`src/rtl/seg_scan_display_if.sv`:
```
`default_nettype none
// ============================================================================
// Module      : seg_scan_display_if
// Description : Digit/display bundle for the seven-segment scanner.
//               master : digit source (drives num1..num4, blank; sees an/seg)
//               slave  : display scanner (reads digits, drives an/seg)
// Signals     : num1..num4 [3:0]  digits, num1 leftmost
//               blank            1 = all anodes off
//               an [3:0]         anode enables, an[3] = num1 position
//               seg [6:0]        segments {g,f,e,d,c,b,a}
// Revision    : 1.0  initial release
// ============================================================================
interface seg_scan_display_if;
    logic [3:0] num1;
    logic [3:0] num2;
    logic [3:0] num3;
    logic [3:0] num4;
    logic       blank;
    logic [3:0] an;
    logic [6:0] seg;

    modport master (
        output num1, num2, num3, num4, blank,
        input  an, seg
    );

    modport slave (
        input  num1, num2, num3, num4, blank,
        output an, seg
    );
endinterface
`default_nettype wire

```
`src/rtl/seg_scan_display.sv`:
```
`default_nettype none
// ============================================================================
// Module      : seg_scan_display
// Description : 4-digit multiplexed seven-segment scanner. Digits are
//               latched once per frame so a change mid-scan cannot tear the
//               display, each slot opens with anode dead time against
//               ghosting, and leading zeros may be suppressed.
// Ports       : clk          system clock
//               reset        asynchronous active-high reset
//               bus (slave)  num1..num4, blank in; an, seg out (registered)
// Parameters  : SCAN_DIV      clk cycles per digit slot (>= DEAD_CYCLES+2)
//               DEAD_CYCLES   cycles at slot start with all anodes off
//               LEADING_BLANK 1 = suppress leading zeros (num4 always shown)
//               ACTIVE_LOW    1 = an/seg active-low
// Revision    : 1.0  initial release
// ============================================================================
module seg_scan_display #(
    parameter int SCAN_DIV      = 50000,
    parameter int DEAD_CYCLES   = 500,
    parameter int LEADING_BLANK = 1,
    parameter int ACTIVE_LOW    = 1
) (
    input  logic               clk,
    input  logic               reset,
    seg_scan_display_if.slave  bus
);

    localparam int              CNT_W     = (SCAN_DIV > 1) ? $clog2(SCAN_DIV) : 1;
    localparam logic [CNT_W-1:0] c_last   = CNT_W'(SCAN_DIV - 1);
    localparam logic [3:0]      c_an_off  = (ACTIVE_LOW != 0) ? 4'hF  : 4'h0;
    localparam logic [6:0]      c_seg_off = (ACTIVE_LOW != 0) ? 7'h7F : 7'h00;

    logic [CNT_W-1:0] r_cnt;
    logic [1:0]       r_idx;
    logic [3:0]       r_d1;
    logic [3:0]       r_d2;
    logic [3:0]       r_d3;
    logic [3:0]       r_d4;
    logic [3:0]       r_an;
    logic [6:0]       r_seg;

    logic             w_tick;
    logic             w_live;
    logic             w_lz;
    logic             w_on;
    logic [3:0]       w_digit;
    logic [6:0]       w_seg_hi;
    logic [3:0]       w_an_hi;
    logic [3:0]       w_an_nxt;
    logic [6:0]       w_seg_nxt;

    // Wrap by compare so non-power-of-two dividers work.
    assign w_tick = (r_cnt == c_last);

    // With no dead time the compare would be trivially true.
    generate
        if (DEAD_CYCLES == 0) begin : g_dead_none
            assign w_live = 1'b1;
        end else begin : g_dead_cmp
            localparam logic [CNT_W-1:0] c_dead = CNT_W'(DEAD_CYCLES);
            assign w_live = (r_cnt >= c_dead);
        end
    endgenerate

    // Select the shadow digit of the current slot and decide whether it is a
    // leading zero. The rightmost position is always shown.
    always_comb begin
        w_digit = r_d4;
        w_lz    = 1'b0;
        case (r_idx)
            2'd0: begin
                w_digit = r_d1;
                w_lz    = (r_d1 == 4'd0);
            end
            2'd1: begin
                w_digit = r_d2;
                w_lz    = (r_d1 == 4'd0) && (r_d2 == 4'd0);
            end
            2'd2: begin
                w_digit = r_d3;
                w_lz    = (r_d1 == 4'd0) && (r_d2 == 4'd0) && (r_d3 == 4'd0);
            end
            default: begin
                w_digit = r_d4;
                w_lz    = 1'b0;
            end
        endcase
        if (LEADING_BLANK == 0) begin
            w_lz = 1'b0;
        end
    end

    // Active-high gfedcba decode.
    always_comb begin
        w_seg_hi = 7'h00;
        case (w_digit)
            4'h0: w_seg_hi = 7'h3F;
            4'h1: w_seg_hi = 7'h06;
            4'h2: w_seg_hi = 7'h5B;
            4'h3: w_seg_hi = 7'h4F;
            4'h4: w_seg_hi = 7'h66;
            4'h5: w_seg_hi = 7'h6D;
            4'h6: w_seg_hi = 7'h7D;
            4'h7: w_seg_hi = 7'h07;
            4'h8: w_seg_hi = 7'h7F;
            4'h9: w_seg_hi = 7'h6F;
            4'hA: w_seg_hi = 7'h77;
            4'hB: w_seg_hi = 7'h7C;
            4'hC: w_seg_hi = 7'h39;
            4'hD: w_seg_hi = 7'h5E;
            4'hE: w_seg_hi = 7'h79;
            default: w_seg_hi = 7'h71;
        endcase
    end

    // Slot 0 is the leftmost digit, driven on an[3].
    assign w_an_hi = 4'b1000 >> r_idx;
    assign w_on    = w_live && !bus.blank && !w_lz;

    always_comb begin
        w_an_nxt  = w_on ? w_an_hi  : 4'h0;
        w_seg_nxt = w_on ? w_seg_hi : 7'h00;
        if (ACTIVE_LOW != 0) begin
            w_an_nxt  = ~w_an_nxt;
            w_seg_nxt = ~w_seg_nxt;
        end
    end

    always_ff @(posedge clk or posedge reset) begin
        if (reset) begin
            r_cnt <= '0;
            r_idx <= 2'd0;
            r_d1  <= 4'd0;
            r_d2  <= 4'd0;
            r_d3  <= 4'd0;
            r_d4  <= 4'd0;
            r_an  <= c_an_off;
            r_seg <= c_seg_off;
        end else begin
            r_cnt <= w_tick ? '0 : r_cnt + CNT_W'(1);
            if (w_tick) begin
                r_idx <= r_idx + 2'd1;
            end
            // Frame latch: new digits only at the end of the last slot.
            if (w_tick && (r_idx == 2'd3)) begin
                r_d1 <= bus.num1;
                r_d2 <= bus.num2;
                r_d3 <= bus.num3;
                r_d4 <= bus.num4;
            end
            r_an  <= w_an_nxt;
            r_seg <= w_seg_nxt;
        end
    end

    assign bus.an  = r_an;
    assign bus.seg = r_seg;

endmodule
`default_nettype wire

```
`src/flat_wrapper.sv`:
```
// flat-port wrapper written by rule: the top's interface ports become plain ports
module seg_scan_display_flat 
#(
    parameter int SCAN_DIV      = 50000,
    parameter int DEAD_CYCLES   = 500,
    parameter int LEADING_BLANK = 1,
    parameter int ACTIVE_LOW    = 1
)
  (clk, reset, bus_num1, bus_num2, bus_num3, bus_num4, bus_blank, bus_an, bus_seg);
  seg_scan_display_if bus_i ();
  input  logic clk;
  input  logic reset;
  input wire logic [$bits(bus_i.num1)-1:0] bus_num1;
  input wire logic [$bits(bus_i.num2)-1:0] bus_num2;
  input wire logic [$bits(bus_i.num3)-1:0] bus_num3;
  input wire logic [$bits(bus_i.num4)-1:0] bus_num4;
  input wire logic [$bits(bus_i.blank)-1:0] bus_blank;
  output wire logic [$bits(bus_i.an)-1:0] bus_an;
  output wire logic [$bits(bus_i.seg)-1:0] bus_seg;
  assign bus_i.num1 = bus_num1;
  assign bus_i.num2 = bus_num2;
  assign bus_i.num3 = bus_num3;
  assign bus_i.num4 = bus_num4;
  assign bus_i.blank = bus_blank;
  assign bus_an = bus_i.an;
  assign bus_seg = bus_i.seg;
  seg_scan_display #(.SCAN_DIV(SCAN_DIV), .DEAD_CYCLES(DEAD_CYCLES), .LEADING_BLANK(LEADING_BLANK), .ACTIVE_LOW(ACTIVE_LOW)) u_core (.clk(clk), .reset(reset), .bus(bus_i));
endmodule
```
`config.mk`:
```
export PLATFORM = sky130hd
export DESIGN_NAME = seg_scan_display_flat
export DESIGN_NICKNAME = d
export VERILOG_FILES = /design/src/rtl/seg_scan_display_if.sv /design/src/rtl/seg_scan_display.sv /design/src/flat_wrapper.sv
export SDC_FILE = /design/constraint.sdc
export NUM_CORES = 1
export LEC_CHECK = 0
export BUFFER_PORTS_ARGS = -buffer_cell sky130_fd_sc_hd__clkbuf_2
export CAP_MARGIN = 20
export CORE_MARGIN = 5
export CORE_UTILIZATION = 45
export DETAILED_ROUTE_END_ITERATION = 12
export PLACE_DENSITY = 0.67
export SLEW_MARGIN = 15
export SYNTH_ARGS = -nofsm -noshare
export SYNTH_HDL_FRONTEND = slang
export SYNTH_SLANG_ARGS = --single-unit
```
`constraint.sdc`:
```
create_clock -name clk -period 2 [get_ports clk]
set_input_delay 0.2 -clock clk [delete_from_list [all_inputs] [get_ports clk]]
set_output_delay 0.2 -clock clk [all_outputs]
set_load 0.02 [all_outputs]
```
==> metrics.yaml <==
clocking:
  hold_buffers: 0
  cts.sinks: 45
  cts_root_buffer: "clkbuf_8"
  cts_tree: "yes"
  clock_path_buffers: 2
  clk_latency_ps: 290
  cts_htree_levels: 2
  path_clk_slew_ps: 80
  numCtsBuffers: 5
drt:
  vias_per_cell: 5.179
  drtIter0Drc: 44
  drt-total-wl_mm: 4.668
  num_vias: 1678
  wl_per_cell_um: 14.41
  ant_nets: 0
  firstDrtPassIters: 5
  drc: 0
sta:
  relSlewSlack_pct: 62.89
  max_freq_mhz: 493.0
  hold_slack_ps: 18.25
  final.setup.worst_slack_ps: -28.50
  post-route-period-util_pct: 101.4
  drv_slew: 0
  hold_viol: 0
  rsz0062_at_grt: "true"
  setup_viol: 3
  fin_crit_ps: 2028
  timing.setup.tns_ps: -32.93
  tightest_slew_ps: 556.6
  fin_worst_skew_ps: 6.415
worst_setup_path:
  path_cells: "inv_2 > ha_4 > a222oi_1 > mux2i_2 > ha_1 > nand2_1 > and3_1 > o21ai_1"
  regToRegSetupSlack_ps: -30
  cpMaxStageDelayCell: "dfrtp_1"
  end_kind: "register"
  start_kind: "register"
  reg2regPathDepth: 8
  r2r-end: "u_core.bus.seg[3]"
  path_class: "register to register"
  crit_family: "adder cells"
  required_ps: 2230
  arrival_ps: 2250
  r2r_start: "u_core.r_idx[1]"
  critPathBufInv: 1
  cp_slowest_stage_delay_ps: 420
  path_max_fanout: 5
die:
  die_w_um: 80.90
  pin_count: 30
  rows: 25
  dieArea_mm2: 0.006545
  initial_core_util_pct: 46.96
  fp.dieH_um: 80.90
  fp.coreArea_mm2: 0.004817
placement:
  post_dp_cell_area_mm2: 0.002638
  port_buffers: 29
  gp_congestion: 0.8559
  dp_hpwl_mm: 3.181
logic_synthesis:
  ys.flop_type: "dfrtp_1"
  synth_top_family_by_area: "simple AND/OR/NAND/NOR gates"
  synthesis.nets: 227
  ys_seq_area_share_pct: 50.39
  synth_mux_area_share_pct: 12.44
  synth_edf_count: 0
  netlist_area_mm2: 0.002262
  ys.warnings.count: 0
  synth_compound_area_share_pct: 8.186
  ys_types: 37
  synthXorXnorAreaFrac_pct: 5.033
  synthAdderAreaFrac_pct: 7.190
  synthCells: 195
  synth.avg_cell_area_um2: 11.60
  yosys.area_share.simple_pct: 13.55
  ys_async_sr_fraction_pct: 100.0
  synth.ff_latch_count: 45
final_layout:
  area_delta_synth_final_pct: 28.26
  drive_gt1_share_pct: 44.36
  layout_common_cells: "dfrtp_1 (34), clkbuf_2 (29), buf_4 (26), nand2_1 (17), mux2_4 (12)"
  fillers: 424
  nets: 288
  fin_area_mm2: 0.002902
  diodes: 0
  final_util_pct: 60.23
  mostFrequentLayoutCell: "dfrtp_1"
pwr:
  ir_worst_vdd_uv: 380.7
  finalPower_w: 0.001771
  powerDensity_mw_per_mm2: 610.4
  p_leak_nw: 1.363
global_routing:
  grt_max_degree: 46
  antenna_found_initial: 0
  grt_pass1_wl_mm: 7.714
  grt_remaining_overflow: 0
  grt_util_all_layers_pct: 15.26
  grt_pass1_vias: 1646
run:
  drv_cap: 0
run_status:
  violations: "negative setup slack"
  outcome: "complete, but fails checks"
worst_hold_path:
  hold_class: "input port to asynchronous set/reset pin"
==> tightest hold or removal path, delay by kind of cell <==
kind / cells / cell delay (ps)
buffers and inverters: 3 / 570
==> worst max path at each step <==
stage | slack (ps) | to | from | cells past startpoint
after floorplan | 10 | u_core.r_d1[0] | u_core.r_cnt[11] | 5
after global placement | -70 | u_core.bus.seg[6] | u_core.r_idx[1] | 8
after detailed placement | -60 | u_core.bus.seg[6] | u_core.r_idx[1] | 8
after CTS | -50 | u_core.bus.seg[3] | u_core.r_idx[1] | 8
after global routing | -150 | u_core.bus.seg[3] | u_core.r_idx[1] | 8
final | -30 | u_core.bus.seg[3] | u_core.r_idx[1] | 8
==> area by class of cell <==
| class | count | area [µm²] | share of cell area (%) |
|---|---|---|---|
| clock buffer | 7 | 86.33 | 2.975 |
| clock inverter | 1 | 30.03 | 1.035 |
| inverter | 13 | 48.80 | 1.682 |
| multi-input combinational | 135 | 1161 | 40.02 |
| sequential | 45 | 1140 | 39.28 |
| tap | 67 | 83.83 | 2.889 |
| timing repair buffer | 56 | 351.6 | 12.12 |
==> logic make-up after synthesis <==
kind of cell | Yosys count
compound gates | 28
xor+xnor | 13
fa+ha+maj | 13
buf+inv | 17
flops | 45
mux | 22
simple gates | 57
==> layer usage <==
metal	global-route usage, %	up-vias	routed length, µm
met3	4.545	10	252
met5	0	-	0
met1	21.04	797	2190
met4	4.561	0	75
met2	23.15	55	2150
li1	-	816	-
==> stage by stage <==
step / std cells / setup WS [ps]
after floorplan: 195 / 11.57
after global placement: 308 / -70.23
after detailed placement: 308 / -57.24
after CTS: 320 / -49.49
after global routing: 324 / -146.8
final: 324 / -28.50
==> timing repair <==
action | in CTS | in global routing
endpoints found under the hold margin | 0 | 0
buffers inserted | 3 | 3
resized for setup | 16 | 5
endpoints found under the setup margin | 11 | 28
cloned | 1 | 1
pin swaps | 10 | 8
==> flip-flops by register name, summed over array words and instances, names as in the netlist <==
signal	count
u_core.r_cnt	16
u_core.bus.seg	7
u_core.r_d2	4
u_core.r_idx	2
u_core.r_d4	4
u_core.r_d3	4
u_core.bus.an	4
u_core.r_d1	4
==> report_power, final <==
group | internal, W | switching [W]
clock network | 0.000407 | 0.000295
registers | 0.000927 | 0.0000142
logic | 0.0000615 | 0.0000659
total | 0.00140 | 0.000375
==> Yosys cell counts, drive strengths merged, types with 4 or more instances <==
cell / number / share of area (%)
xor2: 7 / 2.7
nand2: 18 / 3.3
xnor2: 6 / 2.3
a21oi: 8 / 1.8
o21ai: 8 / 1.8
nand3: 9 / 2.0
o221ai: 4 / 1.5
ha: 13 / 7.2
mux2: 19 / 11
a222oi: 4 / 1.8
dfrtp: 34 / 38
dfstp: 11 / 13
nor2: 12 / 2.0
inv: 13 / 2.2
Power figures use the tool's default switching activity.
